File: src/rtl/wb_pkg.sv
// -----------------------------------------------------------------------------
// wb_pkg
// Shared definitions for the two-master pipelined Wishbone arbiter:
//   state_t      - arbiter FSM state (IDLE, GRANT0, GRANT1)
//   C_ADDR_SIZE  - default Wishbone address width
//   C_DATA_SIZE  - default Wishbone data width
// -----------------------------------------------------------------------------
package wb_pkg;

    localparam int C_ADDR_SIZE = 8;
    localparam int C_DATA_SIZE = 16;

    typedef enum logic [1:0] {
        IDLE   = 2'd0,
        GRANT0 = 2'd1,
        GRANT1 = 2'd2
    } state_t;

endpackage

File: src/rtl/wb_arbiter_grant.sv
// -----------------------------------------------------------------------------
// wb_arbiter_grant
// Grant decision for the two-master arbiter: registered FSM state and the
// last_grant history bit.
//   clk   in  : clock, rising edge
//   rst   in  : synchronous active-high reset (state IDLE, last_grant 1)
//   cyc0  in  : master 0 cycle request
//   cyc1  in  : master 1 cycle request
//   state out : current arbiter state
// Build option: WB_ARBITER_ROUND_ROBIN_EN - ties go to the master that did not
// win last time; otherwise ties always go to master 0.
// -----------------------------------------------------------------------------
module wb_arbiter_grant
    import wb_pkg::*;
(
    input  logic   clk,
    input  logic   rst,
    input  logic   cyc0,
    input  logic   cyc1,
    output state_t state
);

    logic last_grant;
    logic tie_pick1;

    // Winner of a simultaneous request in IDLE
    always_comb begin
        tie_pick1 = 1'b0;
`ifdef WB_ARBITER_ROUND_ROBIN_EN
        tie_pick1 = ~last_grant;
`else
        // last_grant is still tracked, but a tie always resolves to master 0
        tie_pick1 = last_grant & 1'b0;
`endif
    end

    // Grant FSM: grants are only taken from IDLE and held until cyc drops
    always_ff @(posedge clk) begin
        if (rst) begin
            state      <= IDLE;
            last_grant <= 1'b1;
        end else begin
            case (state)
                IDLE: begin
                    if (cyc0 && cyc1) begin
                        if (tie_pick1) begin
                            state      <= GRANT1;
                            last_grant <= 1'b1;
                        end else begin
                            state      <= GRANT0;
                            last_grant <= 1'b0;
                        end
                    end else if (cyc0) begin
                        state      <= GRANT0;
                        last_grant <= 1'b0;
                    end else if (cyc1) begin
                        state      <= GRANT1;
                        last_grant <= 1'b1;
                    end else begin
                        state <= IDLE;
                    end
                end
                GRANT0: begin
                    if (!cyc0) begin
                        state <= IDLE;
                    end else begin
                        state <= GRANT0;
                    end
                end
                GRANT1: begin
                    if (!cyc1) begin
                        state <= IDLE;
                    end else begin
                        state <= GRANT1;
                    end
                end
                default: begin
                    state <= IDLE;
                end
            endcase
        end
    end

endmodule

File: src/rtl/wb_arbiter.sv
// -----------------------------------------------------------------------------
// wb_arbiter
// Two-master to one-slave pipelined Wishbone arbiter.
//   clk_i, rst_i          : clock and synchronous active-high reset
//   s0_wb_* / s1_wb_*     : master-side ports (cyc/stb/we/addr/data in,
//                           stall/ack/data out)
//   m_wb_*                : shared memory-side port
// The granted master is routed combinationally to m_wb_*; the other master
// sees stall=1, ack=0, data=0. Acks arriving while IDLE are dropped.
// Build option: WB_ARBITER_ROUND_ROBIN_EN (see wb_arbiter_grant).
// -----------------------------------------------------------------------------
module wb_arbiter
    import wb_pkg::*;
#(
    parameter int G_ADDR_SIZE = C_ADDR_SIZE,
    parameter int G_DATA_SIZE = C_DATA_SIZE
) (
    input  logic                   clk_i,
    input  logic                   rst_i,
    input  logic                   s0_wb_cyc_i,
    input  logic                   s0_wb_stb_i,
    input  logic                   s0_wb_we_i,
    input  logic [G_ADDR_SIZE-1:0] s0_wb_addr_i,
    input  logic [G_DATA_SIZE-1:0] s0_wb_data_i,
    output logic                   s0_wb_stall_o,
    output logic                   s0_wb_ack_o,
    output logic [G_DATA_SIZE-1:0] s0_wb_data_o,
    input  logic                   s1_wb_cyc_i,
    input  logic                   s1_wb_stb_i,
    input  logic                   s1_wb_we_i,
    input  logic [G_ADDR_SIZE-1:0] s1_wb_addr_i,
    input  logic [G_DATA_SIZE-1:0] s1_wb_data_i,
    output logic                   s1_wb_stall_o,
    output logic                   s1_wb_ack_o,
    output logic [G_DATA_SIZE-1:0] s1_wb_data_o,
    output logic                   m_wb_cyc_o,
    output logic                   m_wb_stb_o,
    output logic                   m_wb_we_o,
    output logic [G_ADDR_SIZE-1:0] m_wb_addr_o,
    output logic [G_DATA_SIZE-1:0] m_wb_data_o,
    input  logic                   m_wb_stall_i,
    input  logic                   m_wb_ack_i,
    input  logic [G_DATA_SIZE-1:0] m_wb_data_i
);

    state_t state;
    state_t route_state;

    wb_arbiter_grant u_grant (
        .clk   (clk_i),
        .rst   (rst_i),
        .cyc0  (s0_wb_cyc_i),
        .cyc1  (s1_wb_cyc_i),
        .state (state)
    );

    // Force IDLE routing while reset is asserted so outputs are quiet from
    // the very first reset cycle, before the state register has been cleared
    always_comb begin
        route_state = IDLE;
        if (rst_i) begin
            route_state = IDLE;
        end else begin
            route_state = state;
        end
    end

    // Bus mux and response routing
    always_comb begin
        m_wb_cyc_o    = 1'b0;
        m_wb_stb_o    = 1'b0;
        m_wb_we_o     = 1'b0;
        m_wb_addr_o   = {G_ADDR_SIZE{1'b0}};
        m_wb_data_o   = {G_DATA_SIZE{1'b0}};
        s0_wb_stall_o = 1'b1;
        s0_wb_ack_o   = 1'b0;
        s0_wb_data_o  = {G_DATA_SIZE{1'b0}};
        s1_wb_stall_o = 1'b1;
        s1_wb_ack_o   = 1'b0;
        s1_wb_data_o  = {G_DATA_SIZE{1'b0}};
        case (route_state)
            GRANT0: begin
                m_wb_cyc_o    = s0_wb_cyc_i;
                m_wb_stb_o    = s0_wb_stb_i;
                m_wb_we_o     = s0_wb_we_i;
                m_wb_addr_o   = s0_wb_addr_i;
                m_wb_data_o   = s0_wb_data_i;
                s0_wb_stall_o = m_wb_stall_i;
                s0_wb_ack_o   = m_wb_ack_i;
                s0_wb_data_o  = m_wb_data_i;
            end
            GRANT1: begin
                m_wb_cyc_o    = s1_wb_cyc_i;
                m_wb_stb_o    = s1_wb_stb_i;
                m_wb_we_o     = s1_wb_we_i;
                m_wb_addr_o   = s1_wb_addr_i;
                m_wb_data_o   = s1_wb_data_i;
                s1_wb_stall_o = m_wb_stall_i;
                s1_wb_ack_o   = m_wb_ack_i;
                s1_wb_data_o  = m_wb_data_i;
            end
            IDLE: begin
                // defaults above: bus idle, both masters stalled, acks dropped
                m_wb_cyc_o = 1'b0;
            end
            default: begin
                m_wb_cyc_o = 1'b0;
            end
        endcase
    end

endmodule
File: config.mk
export PLATFORM = sky130hd
export DESIGN_NAME = wb_arbiter
export DESIGN_NICKNAME = d
export VERILOG_FILES = /design/src/rtl/wb_pkg.sv /design/src/rtl/wb_arbiter_grant.sv /design/src/rtl/wb_arbiter.sv
export SDC_FILE = /design/constraint.sdc
export NUM_CORES = 1
export LEC_CHECK = 0
export ABC_CLOCK_PERIOD_IN_PS = 1600
export CAP_MARGIN = 20
export CELL_PAD_IN_SITES_DETAIL_PLACEMENT = 0
export CELL_PAD_IN_SITES_GLOBAL_PLACEMENT = 1
export CORE_ASPECT_RATIO = 1.5
export CORE_MARGIN = 5
export CORE_UTILIZATION = 13
export CTS_BUF_LIST = sky130_fd_sc_hd__clkbuf_4 sky130_fd_sc_hd__clkbuf_8
export DETAILED_ROUTE_END_ITERATION = 10
export GPL_ROUTABILITY_DRIVEN = 1
export PLACE_DENSITY = 0.86
export REMOVE_ABC_BUFFERS = 1
export SYNTH_ARGS = -nofsm -noshare
export SYNTH_HDL_FRONTEND = slang
export SYNTH_SLANG_ARGS = --single-unit
File: constraint.sdc
create_clock -name clk_i -period 1.6 [get_ports clk_i]
set_clock_uncertainty 0.05 [all_clocks]
set_input_delay 0.24 -clock clk_i [delete_from_list [all_inputs] [get_ports clk_i]]
set_output_delay 0.24 -clock clk_i [all_outputs]
set_load 0.01 [all_outputs]
# After elaboration in Yosys (flattened, before gate mapping)
# Cells that the tools add are included.
# totals
ff_bits	2
wordCells	24
# classes
n_eq_ne	4
n_mux	17
reduce_logical	2
# op_table
cell	n
$mux 16	2
$pmux 16 s2	1
$pmux 8 s2	1
$mux 2	4
$pmux 1 s2	3
$pmux 2 s3	1
$mux 1	5
$eq 2x1->1 const B	2
$eq 2x2->1 const B	2
$logic_not 2->1	1
$logic_and 1x1->1	1

# Longest topological paths before layout
# Gate-level depths: netlist of the first run.
# depth
ltp_word	4
mapped_depth	7
ltp_nobuf	5

# Cells and area by module
# A second synthesis of the first run with hierarchy kept.
# unflattened
cells_unflattened	114
area_unflattened_um2	889.6
# modules_own_cells
module	instances	cells_each	area_each_um2	seq_area_each_um2
wb_arbiter	1	109	814.5	0.0
wb_arbiter_grant	1	5	75.1	40.0

# Worst setup path before layout of the first run
# No wires, ideal clock.
# synth_path
path_type	flip-flop to output port
startpoint	reg u_grant.state[0]
endpoint	out m_wb_addr_o[0]
arrival_ns	1.206
slack_ns	0.104
path_stages_with_launch	6
path_cell_list	dfxtp_1 > nor2b_1 > ha_1 > clkbuf_2 > buf_2 > nor2_1
# synth_between
elab_chain_cells	3
word_cells_on_any_way	4
# synth_lines
element	line	rtl
start, declared	wb_arbiter_grant.sv:20	output state_t state
start signal, assigned	wb_arbiter_grant.sv:40	state <= IDLE;
start signal, assigned	wb_arbiter_grant.sv:47	state <= GRANT1;
start signal, assigned	wb_arbiter_grant.sv:50	state <= GRANT0;
$mux 2 (*)	wb_arbiter.sv:61	if (rst_i) begin
$eq 2x2->1 or $eq 2x1->1 (tied branches)	wb_arbiter.sv:81	case (route_state)
$pmux 8 s2 (*)	wb_arbiter.sv:81	
end, declared	wb_arbiter.sv:39	output logic [G_ADDR_SIZE-1:0] m_wb_addr_o,
# Mark *: on every way between the ends. The rest lies on a longest branch, timed or not.

# Worst setup path after layout of the first run
# layout_path
startpoint	reg u_grant.state[0]
endpoint	out m_wb_data_o[2]
# layout_between
elab_chain_cells	3
word_cells_on_any_way	4
# layout_lines
element	line	rtl
$mux 2 (*)	wb_arbiter.sv:61	
$eq 2x2->1 or $eq 2x1->1 (tied branches)	wb_arbiter.sv:81	
$pmux 16 s2 (*)	wb_arbiter.sv:81	
end, declared	wb_arbiter.sv:40	output logic [G_DATA_SIZE-1:0] m_wb_data_o,
# Marks and branches as above.

==> results of run 1 <==
[power breakdown]
part	internal, mW	switching (mW)	leakage (nW)
Clock	0.159	0.0406	0.0216
Combinational	0.284	0.144	1.00
Sequential	0.0535	0.00204	0.0172
[synthesized netlist by cell type, drive strengths merged]
| cell type | number | share of area (%) |
|---|---|---|
| dfxtp | 2 | 4.5 |
| nor2b | 3 | 2.1 |
| nand2b | 2 | 1.4 |
| inv | 2 | 0.85 |
| buf | 10 | 14 |
| ha | 2 | 2.8 |
| nor2 | 27 | 11 |
| clkbuf | 3 | 1.7 |
| a22oi | 27 | 35 |
| and2 | 34 | 24 |
| or2b | 1 | 0.85 |
| nor4b | 1 | 0.99 |
[worst register-to-register path, delay by kind of cell (launching register included)]
family,cells,cell delay [ns]
flops,1,0.34
simple gates,2,0.28
[area by class of cell]
type,count,share of cell area [%]
Tap cell,76,3.899
Multi-Input combinational cell,97,33.40
Clock buffer,3,1.693
Sequential cell,2,1.744
Timing Repair Buffer,153,58.95
Inverter,2,0.3079
[kinds of logic after synthesis]
family	count (synthesis)	synth area share, %
compound gates	27	34.84
fa+ha+maj	2	2.832
buf+inv	15	16.86
flops	2	4.533
simple gates	68	40.94
[metrics by stage]
stage | util, % | setup slack (ns) | power [mW] | setup TNS [ns]
after floorplan | - | -0.6524 | 0.1490 | -32.79
after global placement | 34.57 | -0.8494 | 0.4222 | -47.15
after detailed placement | 34.57 | -0.8882 | 0.4267 | -48.52
after CTS | 34.93 | -0.1846 | 0.6757 | -8.422
after global routing | 37.08 | -0.2500 | 0.7204 | -10.47
final | 37.08 | -0.1714 | 0.6830 | -6.345
[repair_timing]
action | CTS | global route
resized for setup | 291 | 41
pin swaps | 2 | 2
endpoints found under the setup margin | 63 | 63
cloned | 4 | 2
setup buffers | 5 | 3
[layer usage]
| layer | vias up | track usage (%) | part of all wire [%] |
|---|---|---|---|
| met5 | - | 0 | 0 |
| li1 | 675 | - | - |
| met4 | 0 | 1.491 | 0 |
| met1 | 616 | 10.55 | 34 |
| met3 | 0 | 3.577 | 10 |
| met2 | 85 | 21.99 | 56 |
[path summary, 6_finish.rpt]
kind / start / endpoint / cells past startpoint
worst max-delay path: u_grant.state[0] / m_wb_data_o[2] / 7
worst min-delay path: u_grant.state[0] / u_grant.state[1] / 1
worst max register to register: u_grant.state[1] / u_grant.state[1] / 2
worst min register to register: u_grant.state[0] / u_grant.state[1] / 1
==> qor.csv, run 1 <==
metric,value,unit
status,finished with violations,
violations,negative setup slack,
cp_top_family,buffers and inverters,
cellLeakagePower,1.043,nW
cts.sinks,2,
final_cell_mix,"clkdlybuf4s50_1 (72), buf_2 (39), buf_6 (32), nor2_1 (27), a22oi_2 (25)",
pin_count,137,
reg.largest.list,u_grant.state (2),
overflow,0,
antenna_found_initial,0,
syn_inst,114,
grt_pass1_vias,1403,
critPathRequiredTime,1.31,ns
drtPass1Iterations,3,
root_buffer,clkbuf_8,
crit_chain,"nor2b_4, inv_2, ha_4, clkbuf_16, a22oi_2, nor2_1, buf_2",
hpwl,3.613,mm
rows,36,
via_count,1376,
crit_slowest_cell,dfxtp_2,
start_kind,register,
wl_per_cell,15.46,um
detail-route-antenna-nets,0,
antenna_cells,0,
syn_avg_cell_area,7.749,um2
hold_slack,0.3542,ns
area_delta_synth_final,176.1,%
rsz0062_at_grt,true,
setup-violations-final,60,
fillers,698,
end_kind,output port,
ys_ff_latch,2,
h-tree-depth,1,
start_util,13.43,%
powerDensity,280.1,mW/mm2
critPathBufInv,3,
slew_headroom,79.93,%
critPathKind,reg -> out,
critPathMaxFanout,8,
slowest_delay,0.32,ns
regMostFlops,u_grant.state,
syn_area,883.3,um2
drive_above_1_share,54.47,%
drv_cap,0,
slew_violations,0,
track_usage,10.91,%
synth_cell_type_count,15,
wirelength,5.149,mm
die_y,111.0,um
nets,335,
core,0.006576,mm2
min_path_type,reg -> reg,
place_inst,319,
dpl_cell_area,0.002273,mm2
synth_warnings,0,
final_cells,333,
post-route-min-period,1.771,ns
grt_pass1_wl,7.700,mm
drtIter0Drc,33,
drc,0,
finalCritPeriodShare,110.7,%
numCtsBuffers,3,
cts.clk_slew.worst_paths,0.03,ns
setup_slack,-0.1714,ns
final_common_cell,clkdlybuf4s50_1,
worstMarginPinSlew,0.3011,ns
cts_buffer_depth,2,
hold_violations,0,
arrival,1.48,ns
seqCellArea,42.54,um2
peakVddDrop,0.2671,mV
clk_latency,0.21,ns
gp_congestion,0.6668,
die_w,77.31,um
stdcell_area,0.002439,mm2
grt_max_degree,28,
yosysSeqAreaShare,4.533,%
cts_hold_buf,0,
r2r_setup_slack,0.84,ns
dieArea,0.008578,mm2
vias_per_cell,4.132,
multi_input_area,814.5,um2
clock.fmax,564.5,MHz
cts_tree,done,
largest_reg_flops,2,
portBuffers,136,
Power figures use the tool's default switching activity.
==> run 2: changes to the inputs <==
- MAX_ROUTING_LAYER: default -> met4
==> run 2 against run 1 <==
  * The flow still finishes with violations (negative setup slack)
  * First-iteration DRC count down 6.1%
  * Non-clock buffer count is the same
  * Combinational power down 2%
  * Global-route usage rose by 0.28 points
  * Cell area decreased by 2.8%
  * Largest cell class unchanged
==> qor.csv, run 2 (synthesis gave the netlist of run 1 again) <==
metric,value,unit,change
start_kind,register,,
fillers,709,,+1.6%
cts_tree,done,,
drtPass1Iterations,2,,-1
multi_input_area,797.0,um2,-2.2%
die_w,77.31,um,unchanged
largest_reg_flops,2,,unchanged
setup-violations-final,63,,+5.0%
seqCellArea,42.54,um2,unchanged
end_kind,output port,,
reg2reg_depth,2,,unchanged
min_path_type,reg -> reg,,
rsz0062_at_grt,true,,
combPwrFrac,62.2,%,-0.4 points
power.internal,0.4913,mW,-1.1%
arrival,1.47,ns,about the same
critPathRequiredTime,1.31,ns,about the same
hold_depth,1,,unchanged
grt_pass1_vias,1408,,+0.36%
vias_per_cell,4.141,,+0.22%
slew_headroom,79.94,%,about the same
cts.clk_slew.worst_paths,0.03,ns,about the same
slew_violations,0,,unchanged
final_common_cell,clkdlybuf4s50_1,,
grt_max_degree,28,,unchanged
antenna_cells,0,,unchanged
core,0.006576,mm2,unchanged
tns,-6.242,ns,+0.1023 ns
nets,335,,unchanged
portBuffers,136,,unchanged
worstMarginPinSlew,0.3009,ns,-0.0002600 ns
wl_met3,489,um,-7.6%
status,finished with violations,,
power.share.clock,29.6,%,+0.3 points
start_util,13.43,%,unchanged
overflow,0,,unchanged
dr_wl_met2,2.846,mm,-1.1%
startpoint,u_grant.state[0],,
netSwitchingFraction,27.22,%,-0.033 points
wl_per_cell,15.26,um,-1.3%
drive_above_1_share,51.75,%,-2.7 points
rows,36,,unchanged
cts_buffer_depth,2,,unchanged
setup_slack,-0.1601,ns,+0.01123 ns
dpl_cell_area,0.002273,mm2,unchanged
cts_hold_buf,0,,unchanged
dieArea,0.008578,mm2,unchanged
h-tree-depth,1,,unchanged
pin_count,137,,unchanged
wirelength,5.083,mm,-1.3%
post-route-min-period,1.760,ns,-0.01123 ns
grt_pass1_wl,7.679,mm,-0.27%
antenna_found_initial,0,,unchanged
hold_violations,0,,unchanged
min_to,u_grant.state[1],,
violations,negative setup slack,,
final_cell_mix,"clkdlybuf4s50_1 (72), buf_2 (45), nor2_1 (27), buf_6 (26), a22oi_2 (25)",,
cellLeakagePower,1.026,nW,-1.6%
numCtsBuffers,3,,unchanged
reg.largest.list,u_grant.state (2),,
drtIter0Drc,31,,-6.1%
regMostFlops,u_grant.state,,
top_layer,met3,,
worstReg2RegEnd,u_grant.state[1],,
detail-route-antenna-nets,0,,unchanged
die_y,111.0,um,unchanged
critPathKind,reg -> out,,
worstReg2RegStart,u_grant.state[1],,
cts.sinks,2,,unchanged
finalCritPeriodShare,110.0,%,-0.70 points
power_switching,0.1838,mW,-1.3%
stdcell_area,0.002371,mm2,-2.8%
peakVddDrop,0.2685,mV,+0.54%
critPathMaxFanout,16,,+8
dp_slack,-0.8882,ns,unchanged
r2r_setup_slack,0.84,ns,about the same
area_delta_synth_final,168.4,%,
min_from,u_grant.state[0],,
powerDensity,284.7,mW/mm2,+1.7%
via_count,1379,,+0.22%
seq_power_share,8.2,%,about the same
drc,0,,unchanged
gp_congestion,0.6732,,+0.96%
track_usage,11.19,%,+0.28 points
m1WireLength,1.747,mm,+0.40%
drv_cap,0,,unchanged
root_buffer,clkbuf_8,,
clock.fmax,568.1,MHz,+0.64%
hpwl,3.613,mm,unchanged
clk_latency,0.21,ns,about the same
## run 2: cell counts in the layout (fill, tap and decap cells not counted)
Identical to the previous run, type by type.
## run 2: worst max-delay path by stage
stage | end | slack, ns | cells after the start
after global routing | m_wb_data_o[7] | -0.24 | 7
after global placement | m_wb_cyc_o | -0.85 | 5
after detailed placement | m_wb_data_o[5] | -0.89 | 5
after floorplan | m_wb_addr_o[0] | -0.65 | 4
after CTS | m_wb_data_o[7] | -0.18 | 7
final | m_wb_addr_o[4] | -0.16 | 7
## run 2: per-layer routing
| metal | vias up | GRT usage, % |
|---|---|---|
| li1 | 672 | - |
| met1 | 622 | 10.75 |
| met2 | 85 | 22.05 |
| met3 | 0 | 3.089 |
| met4 | 0 | 1.491 |
| met5 | - | - |
## run 2: final cells by class
class / instances / area share (%)
repair buffers: 153 / 58.52
multi-input cells: 97 / 33.61
well taps: 76 / 4.011
flip-flops and latches: 2 / 1.794
clock buffers: 3 / 1.741
inverters: 2 / 0.3166
## run 2: timing repair
action                                  CTS  global route
cloned                                    4             2
endpoints found under the setup margin   63            63
buffers inserted                          5             4
resized for setup                       291            28
pin swaps                                 2             1
## run 2: stage by stage
stage / power (mW) / cells / hold slack (ns) / util [%]
2_1_floorplan: 0.1490 / 101 / 0.2616 / -
3_3_place_gp: 0.4222 / 319 / 0.3529 / 34.57
3_5_place_dp: 0.4267 / 319 / 0.3685 / 34.57
4_1_cts: 0.6757 / 331 / 0.3585 / 34.93
5_1_grt: 0.7131 / 333 / 0.3619 / 36.05
6_report: 0.6751 / 333 / 0.3538 / 36.05
## run 2: critical path: stages (launching register included)
cell,delay [ns]
dfxtp_2,0.32
nor2b_4,0.17
inv_2,0.06
ha_4,0.17
buf_12,0.15
a22oi_1,0.17
nor2_1,0.06
buf_2,0.15
## run 2: power by group through the flow
| stage | Sequential (mW) | Combinational [mW] | Clock (mW) |
|---|---|---|---|
| 3_3_place_gp | 0.0546 | 0.368 | 0 |
| 5_1_grt | 0.0556 | 0.448 | 0.209 |
| 4_1_cts | 0.0556 | 0.413 | 0.208 |
| 3_5_place_dp | 0.0548 | 0.372 | 0 |
| 2_1_floorplan | 0.0544 | 0.0946 | 0 |
| 6_report | 0.0555 | 0.420 | 0.200 |
